**config.mk**
```make
export PLATFORM = sky130hd
export DESIGN_NAME = conv_result_pool
export DESIGN_NICKNAME = d
export VERILOG_FILES = /design/src/rtl/conv_result_pool.sv
export SDC_FILE = /design/constraint.sdc
export NUM_CORES = 1
export LEC_CHECK = 0
export CELL_PAD_IN_SITES_DETAIL_PLACEMENT = 0
export CELL_PAD_IN_SITES_GLOBAL_PLACEMENT = 2
export CORE_ASPECT_RATIO = 1.25
export CORE_MARGIN = 8
export CORE_UTILIZATION = 34
export DETAILED_ROUTE_END_ITERATION = 16
export PLACE_DENSITY_LB_ADDON = 0.1
export SYNTH_ARGS = -nofsm -noshare
export SYNTH_HDL_FRONTEND = slang
export SYNTH_SLANG_ARGS = --single-unit
```
**constraint.sdc**
```tcl
create_clock -name clk_main -period 2.4 [get_ports clk_main]
set_input_delay 0.36 -clock clk_main [delete_from_list [all_inputs] [get_ports clk_main]]
set_output_delay 0.36 -clock clk_main [all_outputs]
set_load 0.1 [all_outputs]
```
**src/rtl/conv_result_pool.sv**
```systemverilog
// conv_result_pool: post-processing for the conv5x5 engine results.
// Per filter: ReLU, rounded right-shift requantization and unsigned
// saturation. Then max-pooling over POOL_N patches, presented on a
// valid/ready output register with a sticky overflow flag.
module conv_result_pool #(
    parameter int unsigned NUM_FILTERS = 5,
    parameter int unsigned ACC_W       = 16,
    parameter int unsigned OUT_W       = 8,
    parameter int unsigned SHIFT       = 4,
    parameter int unsigned POOL_N      = 4
) (
    input  logic                         clk_main,
    input  logic                         rst_n_main,
    input  logic [NUM_FILTERS*ACC_W-1:0] i_results_flat,
    input  logic                         i_results_valid,
    input  logic                         i_clear,
    output logic [NUM_FILTERS*OUT_W-1:0] o_pooled_flat,
    output logic                         o_pooled_valid,
    input  logic                         i_pooled_ready,
    output logic [3:0]                   o_patch_idx,
    output logic                         o_busy,
    output logic                         o_overflow
);

    localparam int unsigned EXT_W = ACC_W + 1;
    localparam int unsigned PO_W  = NUM_FILTERS * OUT_W;
    localparam int unsigned IDX_W = 4;

    localparam logic [EXT_W-1:0] ROUND    = EXT_W'(1) << (SHIFT - 1);
    localparam logic [EXT_W-1:0] SAT      = EXT_W'((1 << OUT_W) - 1);
    localparam logic [IDX_W-1:0] LAST_IDX = IDX_W'(POOL_N - 1);

    // One extra bit keeps x + ROUND from wrapping at the max positive value.
    function automatic logic [OUT_W-1:0] requant(input logic [ACC_W-1:0] x);
        logic [EXT_W-1:0] y;
        y = '0;
        if (!x[ACC_W-1]) begin
            y = ({1'b0, x} + ROUND) >> SHIFT;
            if (y > SAT) begin
                y = SAT;
            end
        end
        return y[OUT_W-1:0];
    endfunction

    logic                 s1_valid_q, s1_valid_d;
    logic [PO_W-1:0]      s1_data_q,  s1_data_d;
    logic [PO_W-1:0]      acc_q,      acc_d;
    logic [IDX_W-1:0]     idx_q,      idx_d;
    logic [PO_W-1:0]      out_q,      out_d;
    logic                 out_valid_q, out_valid_d;
    logic                 ovf_q,      ovf_d;

    logic [PO_W-1:0]      q_c;
    logic [PO_W-1:0]      pool_c;
    logic                 handshake_c;

    // Stage-1 datapath: requantize every filter of the incoming vector.
    always_comb begin
        q_c = '0;
        for (int k = 0; k < NUM_FILTERS; k++) begin
            q_c[k*OUT_W +: OUT_W] = requant(i_results_flat[k*ACC_W +: ACC_W]);
        end
    end

    // Stage-2 datapath: running max; first patch of a group overwrites.
    always_comb begin
        pool_c = '0;
        for (int k = 0; k < NUM_FILTERS; k++) begin
            if ((idx_q == '0) || (s1_data_q[k*OUT_W +: OUT_W] > acc_q[k*OUT_W +: OUT_W])) begin
                pool_c[k*OUT_W +: OUT_W] = s1_data_q[k*OUT_W +: OUT_W];
            end else begin
                pool_c[k*OUT_W +: OUT_W] = acc_q[k*OUT_W +: OUT_W];
            end
        end
    end

    // Next-state: pipeline capture, group counting, output register and clear.
    always_comb begin
        s1_valid_d  = i_results_valid;
        s1_data_d   = s1_data_q;
        acc_d       = acc_q;
        idx_d       = idx_q;
        out_d       = out_q;
        out_valid_d = out_valid_q;
        ovf_d       = ovf_q;
        handshake_c = out_valid_q & i_pooled_ready;

        if (i_results_valid) begin
            s1_data_d = q_c;
        end

        if (handshake_c) begin
            out_valid_d = 1'b0;
        end

        if (s1_valid_q) begin
            acc_d = pool_c;
            if (idx_q == LAST_IDX) begin
                idx_d = '0;
                // A completed group loads only if the register is free or draining now.
                if (!out_valid_q || handshake_c) begin
                    out_d       = pool_c;
                    out_valid_d = 1'b1;
                end else begin
                    ovf_d = 1'b1;
                end
            end else begin
                idx_d = idx_q + IDX_W'(1);
            end
        end

        if (i_clear) begin
            s1_valid_d  = 1'b0;
            s1_data_d   = '0;
            acc_d       = '0;
            idx_d       = '0;
            out_d       = '0;
            out_valid_d = 1'b0;
            ovf_d       = 1'b0;
        end
    end

    // State registers with asynchronous active-low reset.
    always_ff @(posedge clk_main or negedge rst_n_main) begin
        if (!rst_n_main) begin
            s1_valid_q  <= 1'b0;
            s1_data_q   <= '0;
            acc_q       <= '0;
            idx_q       <= '0;
            out_q       <= '0;
            out_valid_q <= 1'b0;
            ovf_q       <= 1'b0;
        end else begin
            s1_valid_q  <= s1_valid_d;
            s1_data_q   <= s1_data_d;
            acc_q       <= acc_d;
            idx_q       <= idx_d;
            out_q       <= out_d;
            out_valid_q <= out_valid_d;
            ovf_q       <= ovf_d;
        end
    end

    assign o_pooled_flat  = out_q;
    assign o_pooled_valid = out_valid_q;
    assign o_patch_idx    = idx_q;
    assign o_overflow     = ovf_q;
    assign o_busy         = s1_valid_q | (idx_q != '0);

endmodule

```
==> results of run 1 <==
[state kept, by name (all words and copies together) (netlist names)]
register        flops
s1_valid_q          1
o_overflow          1
o_pooled_valid      1
o_pooled_flat      40
acc_q              40
o_patch_idx         4
s1_data_q          40
[through the flow]
| step | setup WS (ns) | power (mW) | instance area (um2) | hold slack (ns) | util |
|---|---|---|---|---|---|
| after floorplan | 0.147 | 3.12 | 8060 | 0.0644 | - |
| after global placement | 0.0449 | 3.75 | 9860 | 0.180 | 0.420 |
| after detailed placement | 0.0187 | 3.78 | 9860 | 0.182 | 0.420 |
| after CTS | 0.0963 | 6.50 | 10500 | 0.285 | 0.447 |
| after global routing | 0.0215 | 6.75 | 10500 | 0.316 | 0.447 |
| final | 0.138 | 6.42 | 10500 | 0.297 | 0.447 |
[layout make-up]
class | count | area share
multi-input combinational | 612 | 0.428
sequential | 127 | 0.303
timing repair buffer | 190 | 0.158
clock buffer | 21 | 0.0439
tap | 292 | 0.0348
inverter | 46 | 0.0165
clock inverter | 11 | 0.0149
[placed cells by master (no fill, tap or decap), types with 3 or more instances in the layout]
cell             netlist  final
a21o_1                 6      6
a21oi_1               20     20
a221o_1               24     24
a22oi_1                8      8
a311oi_1              40     40
a32oi_1                7      7
and3_1                 6      6
and4_1                 5      5
buf_12                 0      5
buf_4                  0    116
bufinv_16              0      3
clkbuf_16              0     17
clkdlybuf4s50_1        0     67
clkinv_4               0      3
clkinvlp_4             0      3
dfrtp_1              127    123
dfrtp_2                0      4
ha_1                  48     48
inv_1                 46     46
mux2_2                 4      4
mux2i_1               41     41
nand2_1               34     34
nand2b_1              85     84
nand3_1               20     20
nand4_1               59     59
nor2_1                62     61
nor2b_1               11     10
o211a_1                5      5
o21a_1                10     10
o21ai_0                5      5
o21ai_1               11     11
o31a_1                 9      9
o31ai_1               41     41
xnor2_1               21     21
xor2_1                17     17
[how the worst min path moves through the flow]
stage	to	startpoint	cells past startpoint	slack, ns
3_3_place_gp	acc_q[33]$_DFFE_PN0P_	rst_n_main	1	0.18
2_1_floorplan	acc_q[0]$_DFFE_PN0P_	rst_n_main	0	0.06
3_5_place_dp	acc_q[33]$_DFFE_PN0P_	rst_n_main	1	0.18
4_1_cts	acc_q[33]$_DFFE_PN0P_	rst_n_main	2	0.29
6_report	acc_q[33]$_DFFE_PN0P_	rst_n_main	2	0.30
5_1_grt	acc_q[33]$_DFFE_PN0P_	rst_n_main	2	0.32
[timing repair]
item	4_1_cts	5_1_grt
setup endpoints to repair	0	0
endpoints found under the hold margin	3	0
setup buffers	0	0
hold buffers	1	0
[cell families (layout without fill, tap and decap cells)]
| group | after synthesis | in the layout | synth area share |
|---|---|---|---|
| compound gates | 191 | 191 | 0.187 |
| xor+xnor | 38 | 38 | 0.0413 |
| fa+ha+maj | 48 | 48 | 0.0746 |
| buf+inv | 101 | 268 | 0.0496 |
| flops | 127 | 127 | 0.395 |
| mux | 45 | 45 | 0.0566 |
| simple gates | 290 | 290 | 0.196 |
[report_power, final]
group,internal [mW],total (mW),switching (mW)
Clock,1.70,2.68,0.984
Sequential,2.22,2.32,0.0984
Combinational,0.608,1.41,0.802
[metal layers]
| layer | vias to the layer above | track usage | part of all wire |
|---|---|---|---|
| li1 | 3431 | - | - |
| met1 | 3490 | 0.196 | 0.44 |
| met2 | 130 | 0.294 | 0.52 |
| met3 | 25 | 0.0297 | 0.033 |
| met4 | 0 | 0.0476 | 0.012 |
| met5 | - | 0 | 0 |
==> results.json, run 1 <==
{
  "status": "completed",
  "crit_type": "reg2out",
  "synth_area_um2": 8050,
  "cts_tree": "done",
  "ys_types": 42,
  "die-area_um2": 28900,
  "numCtsBuffers": 17,
  "finalMaxSlewViolations": 0,
  "drt-initial-drc-count": 310,
  "peakVddDrop_v": 0.000340,
  "dieWidth_um": 154,
  "gp_congestion": 0.842,
  "setup_viol": 0,
  "coreArea_um2": 23500,
  "ios": 132,
  "cp.arrival_ns": 1.90,
  "post_cts_resized": 0,
  "fmax_mhz": 442,
  "crit_fanout": 12,
  "rsz0062_at_grt": "no",
  "synth_top_area_frac": 0.395,
  "groute.usage.overall": 0.164,
  "drive_gt1_frac": 0.166,
  "diodes": 0,
  "place_hpwl_mm": 17.0,
  "clock_path_buffers": 2,
  "grt_pass1_vias": 7519,
  "fin_cells": 1299,
  "cts-root-buf": "clkbuf_16",
  "fin_skew_ns": 0.0130,
  "worst_skew_pair.late_latency_ns": 0.42,
  "syn_inst": 840,
  "syn_area_per_cell_um2": 9.59,
  "seqCellArea_um2": 3180,
  "multi_input_area_um2": 4490,
  "clk_pin_slew_worst_paths_ns": 0.06,
  "critPathBufInv": 3,
  "power_density_nw_per_um2": 612,
  "dieHeight_um": 188,
  "wirelength_mm": 23.1,
  "yosys.area.top_type": "dfrtp_1",
  "core.rowCount": 63,
  "fin_nets": 1127,
  "worst_pin_slew_ns": 1.12,
  "synth_flop_cell": "dfrtp_1",
  "drt.antenna.violating_nets": 0,
  "rr_endpoint": "acc_q[36]$_DFFE_PN0P_",
  "setup-tns-final_ns": 0,
  "grt_start_max_net_pins": 127,
  "via_per_inst": 5.45,
  "cts-htree-levels": 4,
  "period_needed_ns": 2.26,
  "synth_edf_count": 0,
  "min_path_type": "in2async",
  "slowest_delay_ns": 0.45,
  "post-route-period-util": 0.943,
  "p_leak_nw": 4.40,
  "vias": 7076,
  "synth-seq-cells": 127,
  "ys_warn_count": 0,
  "setup.worst_path.end_class": "output pin",
  "worstRegToRegCells": 6,
  "drc": 0,
  "area_growth_pct": 30.3,
  "rrSetupSlack_ns": 0.22,
  "path_cells": "inv_1 -> ha_1 -> and2_2 -> buf_4 -> nand2b_2 -> buf_12",
  "synth_area_leaders": "dfrtp_1 39%, ha_1 7.5%, nand2b_1 6.6%",
  "syn-num-nets": 973,
  "startpoint": "o_patch_idx[0]$_DFFE_PN0P_",
  "start_kind": "flip-flop",
  "cts.sinks": 127,
  "slew_headroom": 0.253,
  "hold_viol_final": 0,
  "required_ns": 2.04,
  "n_fill_cell": 2269,
  "yosysMostFrequentCell": "dfrtp_1",
  "cp_num_cells": 6,
  "firstDrtPassIters": 4,
  "wl_per_cell_um": 17.8,
  "grt_pass1_wl_mm": 38.6,
  "io_buffers": 116,
  "overflow": 0,
  "cap_violations": 0,
  "cp_top_family": "buffers and inverters",
  "yosys-top-cells-count": "127 x dfrtp_1, 85 x nand2b_1, 62 x nor2_1",
  "crit_slowest_cell": "dfrtp_2",
  "reg2reg_from": "o_patch_idx[0]$_DFFE_PN0P_",
  "synthArstFlopShare": 1.00,
  "antenna_found_initial": 0,
  "ys_seq_area_frac": 0.395,
  "initial_core_util": 0.343,
  "place_inst": 1266,
  "crit_end": "o_busy"
}
Power figures use the tool's default switching activity.
==> inputs of run 2 (changes only) <==
- CORE_MARGIN: 8 -> 2
- HOLD_SLACK_MARGIN: default -> 0.02
- REMOVE_ABC_BUFFERS: default -> 1
==> results.json, run 2 (synthesized netlist as in run 1, its figures left out) <==
{
  "reg2reg_from": "s1_data_q[3]$_DFFE_PN0P_",
  "place_area_um2": 9820,
  "worst_pin_slew_ns": 0.817,
  "rrSetupSlack_ns": 0.22,
  "period_needed_ns": 2.23,
  "clock_path_buffers": 2,
  "setup.worst_path.end_class": "output pin",
  "status": "completed",
  "clk_pin_slew_worst_paths_ns": 0.06,
  "finalMaxSlewViolations": 0,
  "die-area_um2": 24900,
  "ios": 132,
  "place_hpwl_mm": 15.9,
  "wl_per_cell_um": 17.0,
  "place_inst": 1256,
  "coreArea_um2": 23100,
  "vias": 6970,
  "grt_start_max_net_pins": 97,
  "cts.sinks": 127,
  "cts_tree": "done",
  "min_path_type": "in2async",
  "hold_viol_final": 0,
  "p_leak_nw": 4.38,
  "drt.antenna.violating_nets": 0,
  "fin_cells": 1289,
  "worstRegToRegCells": 6,
  "cp.arrival_ns": 1.87,
  "initial_core_util": 0.348,
  "crit_fanout": 18,
  "gp_congestion": 0.802,
  "cts-htree-levels": 4,
  "wirelength_mm": 21.9,
  "pre_cts_slack_ns": -0.0313,
  "layout.cells.most_common": "dfrtp_1",
  "drt-initial-drc-count": 369,
  "area_growth_pct": 29.3,
  "setup_viol": 0,
  "postLayoutCoreUtil": 0.450,
  "grt_pass1_vias": 7153,
  "fmax_mhz": 449,
  "required_ns": 2.04,
  "fin_skew_ns": 0.0139,
  "drive_gt1_frac": 0.157,
  "dieHeight_um": 176,
  "slew_headroom": 0.455,
  "cap_violations": 0,
  "drc": 0,
  "fin_nets": 1121,
  "start_kind": "flip-flop",
  "rsz0062_at_grt": "no",
  "numCtsBuffers": 17,
  "peakVddDrop_v": 0.000402,
  "post-route-period-util": 0.927,
  "fin_hold_ws_ns": 0.464,
  "overflow": 0,
  "dieWidth_um": 142,
  "post_cts_resized": 0,
  "n_fill_cell": 2261,
  "rr_endpoint": "acc_q[3]$_DFFE_PN0P_",
  "grt_pass1_wl_mm": 36.6,
  "io_buffers": 116,
  "diodes": 0,
  "fin_ws_ns": 0.175,
  "fin_area_um2": 10400,
  "crit_type": "reg2out",
  "worst_skew_pair.late_latency_ns": 0.43,
  "cts-root-buf": "clkbuf_16",
  "via_per_inst": 5.41,
  "fin_total_pwr_mw": 6.30,
  "final_cell_mix": "127 x dfrtp_1, 110 x buf_4, 85 x nand2b_1",
  "core.rowCount": 62,
  "antenna_found_initial": 0,
  "setup-tns-final_ns": 0,
  "firstDrtPassIters": 6,
  "power_density_nw_per_um2": 605,
  "groute.usage.overall": 0.183
}
run 2: cell count changes in the layout (fill, tap and decap cells not counted), sizes merged:
cell      change
clkinv        +1
buf           -6
inv           +4
bufinv        -1
clkinvlp      -1
clkbuf        -3
run 2: cell type report:
type | instances | area (um2) | share of cell area
tap | 288 | 360 | 0.0346
timing repair buffer | 184 | 1630 | 0.156
sequential | 127 | 3180 | 0.305
inverter | 46 | 173 | 0.0166
multi-input combinational | 612 | 4490 | 0.431
clock inverter | 14 | 155 | 0.0149
clock buffer | 18 | 429 | 0.0412
run 2: worst max-delay path, stage by stage (launching register included):
cell and delay (ns):
dfrtp_1 0.43, inv_1 0.06, ha_1 0.20, and2_2 0.24
buf_12 0.18, nand2b_1 0.14, buf_12 0.19
run 2: worst max-delay path by stage:
stage                                     from  slack, ns                      endpoint
floorplan           o_patch_idx[0]$_DFFE_PN0P_      -2.12  o_pooled_flat[0]$_DFFE_PN0P_
global placement            i_results_flat[27]       0.07     s1_data_q[11]$_DFFE_PN0P_
detailed placement          i_results_flat[36]      -0.03     s1_data_q[23]$_DFFE_PN0P_
CTS                 o_patch_idx[0]$_DFFE_PN0P_       0.14                        o_busy
global route         s1_data_q[27]$_DFFE_PN0P_       0.03         acc_q[27]$_DFFE_PN0P_
finish              o_patch_idx[0]$_DFFE_PN0P_       0.17                        o_busy
run 2: repair_timing:
item / 4_1_cts / 5_1_grt
buffers inserted: 0 / 0
hold buffers: 1 / 0
hold endpoints to repair: 36 / 0
run 2: power breakdown:
| group | total [mW] | internal [mW] | switching (mW) |
|---|---|---|---|
| clock network | 2.58 | 1.55 | 1.04 |
| registers | 2.32 | 2.22 | 0.101 |
| logic | 1.40 | 0.601 | 0.797 |
| total | 6.30 | 4.37 | 1.93 |
run 2: metal layers:
metal	track usage	routed length [um]	vias up
met5	0	0	-
met4	0.0613	379	0
met3	0.0269	610	24
met2	0.321	11000	118
met1	0.229	9880	3391
li1	-	-	3437
